**src/rtl/mem_stage_lsu_if.sv**
```systemverilog
// Data-memory req/gnt/rvalid bus between the MEM-stage LSU and memory.
// master = LSU side, slave = memory side.
interface mem_stage_lsu_if #(
  parameter int Width = 32
);
  logic             dmem_req_o;
  logic             dmem_we_o;
  logic [Width-1:0] dmem_addr_o;
  logic [3:0]       dmem_be_o;
  logic [Width-1:0] dmem_wdata_o;
  logic             dmem_gnt_i;
  logic             dmem_rvalid_i;
  logic [Width-1:0] dmem_rdata_i;

  modport master (
    output dmem_req_o,
    output dmem_we_o,
    output dmem_addr_o,
    output dmem_be_o,
    output dmem_wdata_o,
    input  dmem_gnt_i,
    input  dmem_rvalid_i,
    input  dmem_rdata_i
  );

  modport slave (
    input  dmem_req_o,
    input  dmem_we_o,
    input  dmem_addr_o,
    input  dmem_be_o,
    input  dmem_wdata_o,
    output dmem_gnt_i,
    output dmem_rvalid_i,
    output dmem_rdata_i
  );
endinterface

```
**src/rtl/mem_stage_lsu.sv**
```systemverilog
// MEM-stage load/store unit: turns EX/MEM load/store into a req/gnt/rvalid
// transaction, stalls the pipe until done, and lane-shifts load data.
module mem_stage_lsu #(
  parameter int Width = 32
) (
  input  logic             clk_i,
  input  logic             rst_i,
  input  logic             MemRen_MEM,
  input  logic             MemWen_MEM,
  input  logic [2:0]       funct3_MEM,
  input  logic [Width-1:0] alu_MEM,
  input  logic [Width-1:0] dataW_MEM,
  input  logic             hold_i,
  mem_stage_lsu_if.master  dmem,
  output logic [Width-1:0] dataR_o,
  output logic             stall_o,
  output logic             misaligned_o
);

  typedef enum logic [1:0] {
    IDLE     = 2'd0,
    WAIT_RSP = 2'd1,
    DONE     = 2'd2
  } state_t;

  state_t r_state;
  state_t w_next;

  logic w_access;
  logic w_is_b;
  logic w_is_h;
  logic w_mis;
  logic w_go;

  assign w_access = MemRen_MEM | MemWen_MEM;
  assign w_is_b   = (funct3_MEM[1:0] == 2'b00);
  assign w_is_h   = (funct3_MEM[1:0] == 2'b01);
  assign w_mis    = (w_is_h & alu_MEM[0]) |
                    (~w_is_b & ~w_is_h & (alu_MEM[1:0] != 2'b00));
  assign w_go     = w_access & ~w_mis;

  always_ff @(posedge clk_i) begin
    if (rst_i) r_state <= IDLE;
    else       r_state <= w_next;
  end

  // Only a response inside WAIT_RSP is captured; late ones are dropped.
  always_ff @(posedge clk_i) begin
    if (rst_i)
      dataR_o <= '0;
    else if (r_state == WAIT_RSP && dmem.dmem_rvalid_i)
      dataR_o <= dmem.dmem_rdata_i >> {alu_MEM[1:0], 3'b000};
  end

  always_comb begin
    w_next = r_state;
    unique case (r_state)
      IDLE: begin
        if (w_go && dmem.dmem_gnt_i)
          w_next = MemRen_MEM ? WAIT_RSP : DONE;
      end
      WAIT_RSP: begin
        if (dmem.dmem_rvalid_i) w_next = DONE;
      end
      DONE: begin
        if (!hold_i) w_next = IDLE;
      end
      default: w_next = IDLE;
    endcase
  end

  always_comb begin
    dmem.dmem_req_o   = 1'b0;
    stall_o           = 1'b0;
    misaligned_o      = 1'b0;
    dmem.dmem_we_o    = MemWen_MEM;
    dmem.dmem_addr_o  = {alu_MEM[Width-1:2], 2'b00};
    dmem.dmem_be_o    = 4'b0000;
    dmem.dmem_wdata_o = dataW_MEM;
    unique case (r_state)
      IDLE: begin
        dmem.dmem_req_o = w_go;
        stall_o         = w_go;
        misaligned_o    = w_access & w_mis;
      end
      WAIT_RSP: stall_o = 1'b1;
      DONE:     stall_o = 1'b0;
      default:  stall_o = 1'b0;
    endcase
    if (MemWen_MEM) begin
      unique case (1'b1)
        w_is_b: begin
          dmem.dmem_be_o    = 4'b0001 << alu_MEM[1:0];
          dmem.dmem_wdata_o = {4{dataW_MEM[7:0]}};
        end
        w_is_h: begin
          dmem.dmem_be_o    = 4'b0011 << alu_MEM[1:0];
          dmem.dmem_wdata_o = {2{dataW_MEM[15:0]}};
        end
        default: dmem.dmem_be_o = 4'b1111;
      endcase
    end else if (MemRen_MEM) begin
      dmem.dmem_be_o = 4'b1111;
    end
  end

endmodule

```
**src/flat_wrapper.sv**
```systemverilog
// flat-port wrapper written by rule: the top's interface ports become plain ports
module mem_stage_lsu_flat 
#(
  parameter int Width = 32
)
  (clk_i, rst_i, MemRen_MEM, MemWen_MEM, funct3_MEM, alu_MEM, dataW_MEM, hold_i, dataR_o, stall_o, misaligned_o, dmem_dmem_req_o, dmem_dmem_we_o, dmem_dmem_addr_o, dmem_dmem_be_o, dmem_dmem_wdata_o, dmem_dmem_gnt_i, dmem_dmem_rvalid_i, dmem_dmem_rdata_i);
  mem_stage_lsu_if #(.Width(Width)) dmem_i ();
  input  logic clk_i;
  input  logic rst_i;
  input  logic MemRen_MEM;
  input  logic MemWen_MEM;
  input  logic [2:0] funct3_MEM;
  input  logic [Width-1:0] alu_MEM;
  input  logic [Width-1:0] dataW_MEM;
  input  logic hold_i;
  output logic [Width-1:0] dataR_o;
  output logic stall_o;
  output logic misaligned_o;
  output wire logic [$bits(dmem_i.dmem_req_o)-1:0] dmem_dmem_req_o;
  output wire logic [$bits(dmem_i.dmem_we_o)-1:0] dmem_dmem_we_o;
  output wire logic [$bits(dmem_i.dmem_addr_o)-1:0] dmem_dmem_addr_o;
  output wire logic [$bits(dmem_i.dmem_be_o)-1:0] dmem_dmem_be_o;
  output wire logic [$bits(dmem_i.dmem_wdata_o)-1:0] dmem_dmem_wdata_o;
  input wire logic [$bits(dmem_i.dmem_gnt_i)-1:0] dmem_dmem_gnt_i;
  input wire logic [$bits(dmem_i.dmem_rvalid_i)-1:0] dmem_dmem_rvalid_i;
  input wire logic [$bits(dmem_i.dmem_rdata_i)-1:0] dmem_dmem_rdata_i;
  assign dmem_dmem_req_o = dmem_i.dmem_req_o;
  assign dmem_dmem_we_o = dmem_i.dmem_we_o;
  assign dmem_dmem_addr_o = dmem_i.dmem_addr_o;
  assign dmem_dmem_be_o = dmem_i.dmem_be_o;
  assign dmem_dmem_wdata_o = dmem_i.dmem_wdata_o;
  assign dmem_i.dmem_gnt_i = dmem_dmem_gnt_i;
  assign dmem_i.dmem_rvalid_i = dmem_dmem_rvalid_i;
  assign dmem_i.dmem_rdata_i = dmem_dmem_rdata_i;
  mem_stage_lsu #(.Width(Width)) u_core (.clk_i(clk_i), .rst_i(rst_i), .MemRen_MEM(MemRen_MEM), .MemWen_MEM(MemWen_MEM), .funct3_MEM(funct3_MEM), .alu_MEM(alu_MEM), .dataW_MEM(dataW_MEM), .hold_i(hold_i), .dmem(dmem_i), .dataR_o(dataR_o), .stall_o(stall_o), .misaligned_o(misaligned_o));
endmodule
```
**config.mk**
```make
export PLATFORM = sky130hd
export DESIGN_NAME = mem_stage_lsu_flat
export DESIGN_NICKNAME = d
export VERILOG_FILES = /design/src/rtl/mem_stage_lsu_if.sv /design/src/rtl/mem_stage_lsu.sv /design/src/flat_wrapper.sv
export SDC_FILE = /design/constraint.sdc
export NUM_CORES = 1
export LEC_CHECK = 0
export BUFFER_PORTS_ARGS = -buffer_cell sky130_fd_sc_hd__buf_2
export CORE_ASPECT_RATIO = 1.25
export CORE_MARGIN = 3
export CORE_UTILIZATION = 30
export DETAILED_ROUTE_END_ITERATION = 8
export SYNTH_ARGS = -nofsm -noshare
export SYNTH_HDL_FRONTEND = slang
export SYNTH_SLANG_ARGS = --single-unit
```
**constraint.sdc**
```tcl
create_clock -name clk_i -period 2.5 [get_ports clk_i]
set_input_delay 0.5 -clock clk_i [delete_from_list [all_inputs] [get_ports clk_i]]
set_output_delay 0.5 -clock clk_i [all_outputs]
set_load 0.02 [all_outputs]
```
* After elaboration in Yosys (flattened, before gate mapping)
Cells that the tools add are included.
Operators by class: eq/ne operators 6, shift operators 3, mux-type cells 13, bitwise logic cells 10, reduce and logical (&&, ||, !) cells 6
Operators by type and width (number):
- one-hot mux 32 bit (2 select lines) | 1
- two-way mux 32 bit | 1
- >> shifter 32 x 5 -> 32 bit | 1
- two-way mux 2 bit | 4
- two-way mux 4 bit | 2
- one-hot mux 4 bit (2 select lines) | 1
- one-hot mux 2 bit (3 select lines) | 1
- AND 1 bit | 5
- == test 2 x 1 -> 1 bit, second input constant | 2
- zero test 2 bit | 2
- inequality test 2 bit, second input constant | 2
- << shifter 1 x 2 -> 4 bit, first input constant | 1
- << shifter 2 x 2 -> 4 bit, first input constant | 1
- NOT 1 bit | 3
- AND reduction 3 bit | 1
- == test 2 bit, second input constant | 1
- logical AND 1 bit | 2
- two-way mux 1 bit | 2
- inequality test 2 x 1 -> 1 bit, second input constant | 1
- bitwise OR 1 bit | 2
- one-hot mux 1 bit (2 select lines) | 1
- nonzero test 2 bit | 1
Storage, ports and cells: flip-flop bits (word level) 34, input bits 106, output and inout bits 104, word-level logic and storage cells 40

* Depth between registers and ports, before layout
depth in word-level cells 10, mapped depth 6, gate-level depth less buffers 4

* Worst setup path after synthesis
Ideal clock, no wire load.
path type input to output, from in alu_MEM[1], to out misaligned_o, arrival time 1.453 ns, required time 2.000 ns, slack 0.547 ns, cell stages on the path 4, buffers on the path 2, cell sequence buf_6 -> buf_6 -> a21oi_2 -> nor4_1
Between the ends: word-level cells in the longest chain between the ends 5
Ends and longest elaborated chain:
- start, declared | line flat_wrapper.sv:13 | input logic [Width-1:0] alu_MEM;
- nonzero test 2 bit | line mem_stage_lsu.sv:39 | (~w_is_b & ~w_is_h & (alu_MEM[1:0] != 2'b00));
- AND 1 bit | line mem_stage_lsu.sv:39
- bitwise OR 1 bit | line mem_stage_lsu.sv:38 | assign w_mis = (w_is_h & alu_MEM[0]) |
- AND 1 bit | line mem_stage_lsu.sv:84 | misaligned_o = w_access & w_mis;
- two-way mux 1 bit | line mem_stage_lsu.sv:80 | unique case (r_state)
- end, declared | line flat_wrapper.sv:18 | output logic misaligned_o;
No other way between the ends.

* Worst setup path after layout
from in funct3_MEM[0], to out dmem_dmem_req_o
Between the ends: word-level cells in the longest chain between the ends 8, elaborated cells on any way between the ends 11, those cells by class 1 x eq/ne; 1 x mux; 8 x bitwise; 1 x reduce/logical
Ends and longest elaborated chain:
- start, declared | line flat_wrapper.sv:12 | input logic [2:0] funct3_MEM;
- == test 2 x 1 -> 1 bit or zero test 2 bit (tied branches) | line mem_stage_lsu.sv:37, mem_stage_lsu.sv:36
- NOT 1 bit | line mem_stage_lsu.sv:39
- AND 1 bit (2 in a row) | line mem_stage_lsu.sv:39
- bitwise OR 1 bit * | line mem_stage_lsu.sv:38
- NOT 1 bit * | line mem_stage_lsu.sv:40 | assign w_go = w_access & ~w_mis;
- AND 1 bit * | line mem_stage_lsu.sv:40
- two-way mux 1 bit * | line mem_stage_lsu.sv:80
- end, declared | line flat_wrapper.sv:19 | output wire logic [$bits(dmem_i.dmem_req_o)-1:0] dmem_dmem_req_o;
Every way passes the cells marked *; elsewhere a longest branch is shown, timed or not.

==> results.ini <==
[setup_path]
crit_arrival_ns = 1.60
r2r_start = u_core.r_state[0]$_SDFFE_PP0P_
path_class = in -> out
crit_required_ns = 2.00
startpoint_type = primary input
cp-end-kind = primary output
crit_path_max_fanout = 13
crit_path_start = funct3_MEM[0]

[yosys]
synth-seq-area-share = 0.2654
syn_avg_cell_area_um2 = 7.680
synth-main-ff-cell = dfxtp_1
yosysUniqueCellTypes = 31
synth_most_common_cell = nand2_1
syn_area_um2 = 2565
async_flop_share = 0
ys_seq_elements = 34
synth_top_cell_area_share = 0.2654
syn_inst = 334
synth-edff-count = 0
synth_common_cells = nand2_1, buf_4, dfxtp_1
synth_top_cell_by_area = dfxtp_1
synth.area.top_cells = dfxtp_1, buf_4, mux2i_1
yosysWarnings = 0

[pwr]
power_frac_seq = 0.418
vdd_ir_drop_max_mv = 0.3333
p_int_uw = 892.4
finalPower_uw = 1337
p_sw_frac = 0.3325
powerDensity_nw_per_um2 = 439.7
leakage_uw = 0.001529
power_frac_comb = 0.297
power.switching_uw = 444.5
pwr-share-clk = 0.284

[sta]
period_share = 0.8394
worst_pin_slew_ns = 0.6378
finalCriticalPeriod_ns = 2.098
fin_skew_ns = 0.003199
finalHoldViolCount = 0
setup_violations = 0
rsz0062_at_grt = no
timing.fmax_ghz = 0.4766
finalSetupTns_ns = 0
drv_slew = 0
timing.slew.headroom = 0.5748

[clocking]
clk_latency_ns = 0.28
cts_tree = done
cts_sinks = 34
clkSlewWorstSetupHoldPaths_ns = 0.06
post-cts-setup-buffer-count = 0
root_buffer = clkbuf_8
clock_path_buffers = 2
cts-buffers-inserted = 5
ctsResizeCount = 0
hold_buffers = 0
cts_max_level = 2

[cells_and_area]
drive_gt1_frac = 0.3949
multi_input_area_um2 = 1386
regArea_um2 = 680.7
final_cells = 525
fin_nets = 534
diodes = 0
nFillCells = 885
syn_to_final_growth_pct = 18.54

[die]
start_util = 0.3095
rows = 37
coreArea_um2 = 8287
fp.dieArea_um2 = 9703
die_h_um = 109.4
ios = 210
die_w_um = 88.71

[run_status]
status = completed

[route]
antenna_left = 0
dr.pass1.iters = 4
dr_total_vias = 2555
route.detailed.drc = 0
vias_per_cell = 4.867
routedWlPerCell_um = 15.47
drt-initial-drc-count = 44
wl_mm = 8.120

[min_path]
worstHoldStart = u_core.dataR_o[26]$_SDFFE_PP0P_
hold_class = reg -> reg

[global_routing]
grt_pass1_wl_mm = 11.96
grt_use_total = 0.1582
grt-ovfl-total = 0
grt_pass1_vias = 2365
antenna_found_initial = 0
grt_max_degree = 42

[job]
maxCapViolCount = 0

[place]
portBuffers = 146
dp.cells = 518
dp_hpwl_mm = 6.419
gp_congestion = 0.7701

[per-stage QoR]
stage               hold slack, ns  worst slack, ns    util  instance area (um2)
finish                      0.4495           0.4016  0.3669                 3040
global placement            0.4414           0.4144  0.3577                 2964
detailed placement          0.4435           0.3881  0.3577                 2964
global route                0.4737           0.3207  0.3669                 3040
CTS                         0.4508           0.3846  0.3669                 3040
floorplan                   0.5259           0.5468       -                 2569
[area by class of cell]
type	instances	area share
Sequential cell	34	0.2239
Clock buffer	7	0.02510
Multi-Input combinational cell	234	0.4560
Timing Repair Buffer	151	0.2527
Inverter	2	0.002469
Tap cell	97	0.03992
[path summary, 6_finish.rpt]
| check | endpoint | slack (ns) | depth (start not counted) |
|---|---|---|---|
| hold reg to reg | u_core.dataR_o[26]$_SDFFE_PP0P_ | 0.45 | 2 |
| hold / removal | u_core.dataR_o[26]$_SDFFE_PP0P_ | 0.45 | 2 |
| setup reg to reg | u_core.dataR_o[10]$_SDFFE_PP0P_ | 0.86 | 3 |
| setup / recovery | dmem_dmem_req_o | 0.40 | 5 |
[state kept, by name (all words and copies together), names as in the netlist]
register and cells:
u_core.dataR_o 32, u_core.r_state 2
[worst max-delay path, stage by stage]
cell     delay [ns]
buf_2          0.24
o21a_1         0.24
a21oi_2        0.19
nor4b_2        0.22
buf_2          0.20
[logic make-up after synthesis]
group                  after synthesis  synth area share
muxes                               40            0.1600
buffers and inverters               67            0.1956
other                                1          0.001462
DFF                                 34            0.2654
AOI/OAI and AO/OA                   51            0.1117
and+or+nand+nor                    141            0.2659
[per-layer routing]
layer,global-route usage,share of wire,vias up
met5,0,0,-
met4,0.04752,0.015,0
met3,0.04198,0.11,16
met2,0.2909,0.51,132
met1,0.1744,0.37,1132
li1,-,-,1275
[cell usage in the layout, fill, tap and decap left out, drive strengths merged]
cell type	count
nand3	17
nand3b	2
nor2b	3
nor4	2
nand2	66
nor3	17
a21oi	30
o21a	1
clkbuf	7
mux2	8
nand2b	1
o21ai	9
dfxtp	34
a211oi	8
conb	2
a31oi	2
nor2	32
nor4b	1
mux2i	32
buf	151
o21bai	1
inv	2
[power by group through the flow]
stage	Sequential [uW]	Combinational (uW)	Clock (uW)
6_report	559	398	380
5_1_grt	560	439	418
4_1_cts	559	405	390
3_5_place_dp	571	403	0
3_3_place_gp	571	399	0
2_1_floorplan	577	325	0
(Power assumes the default switching activity.)
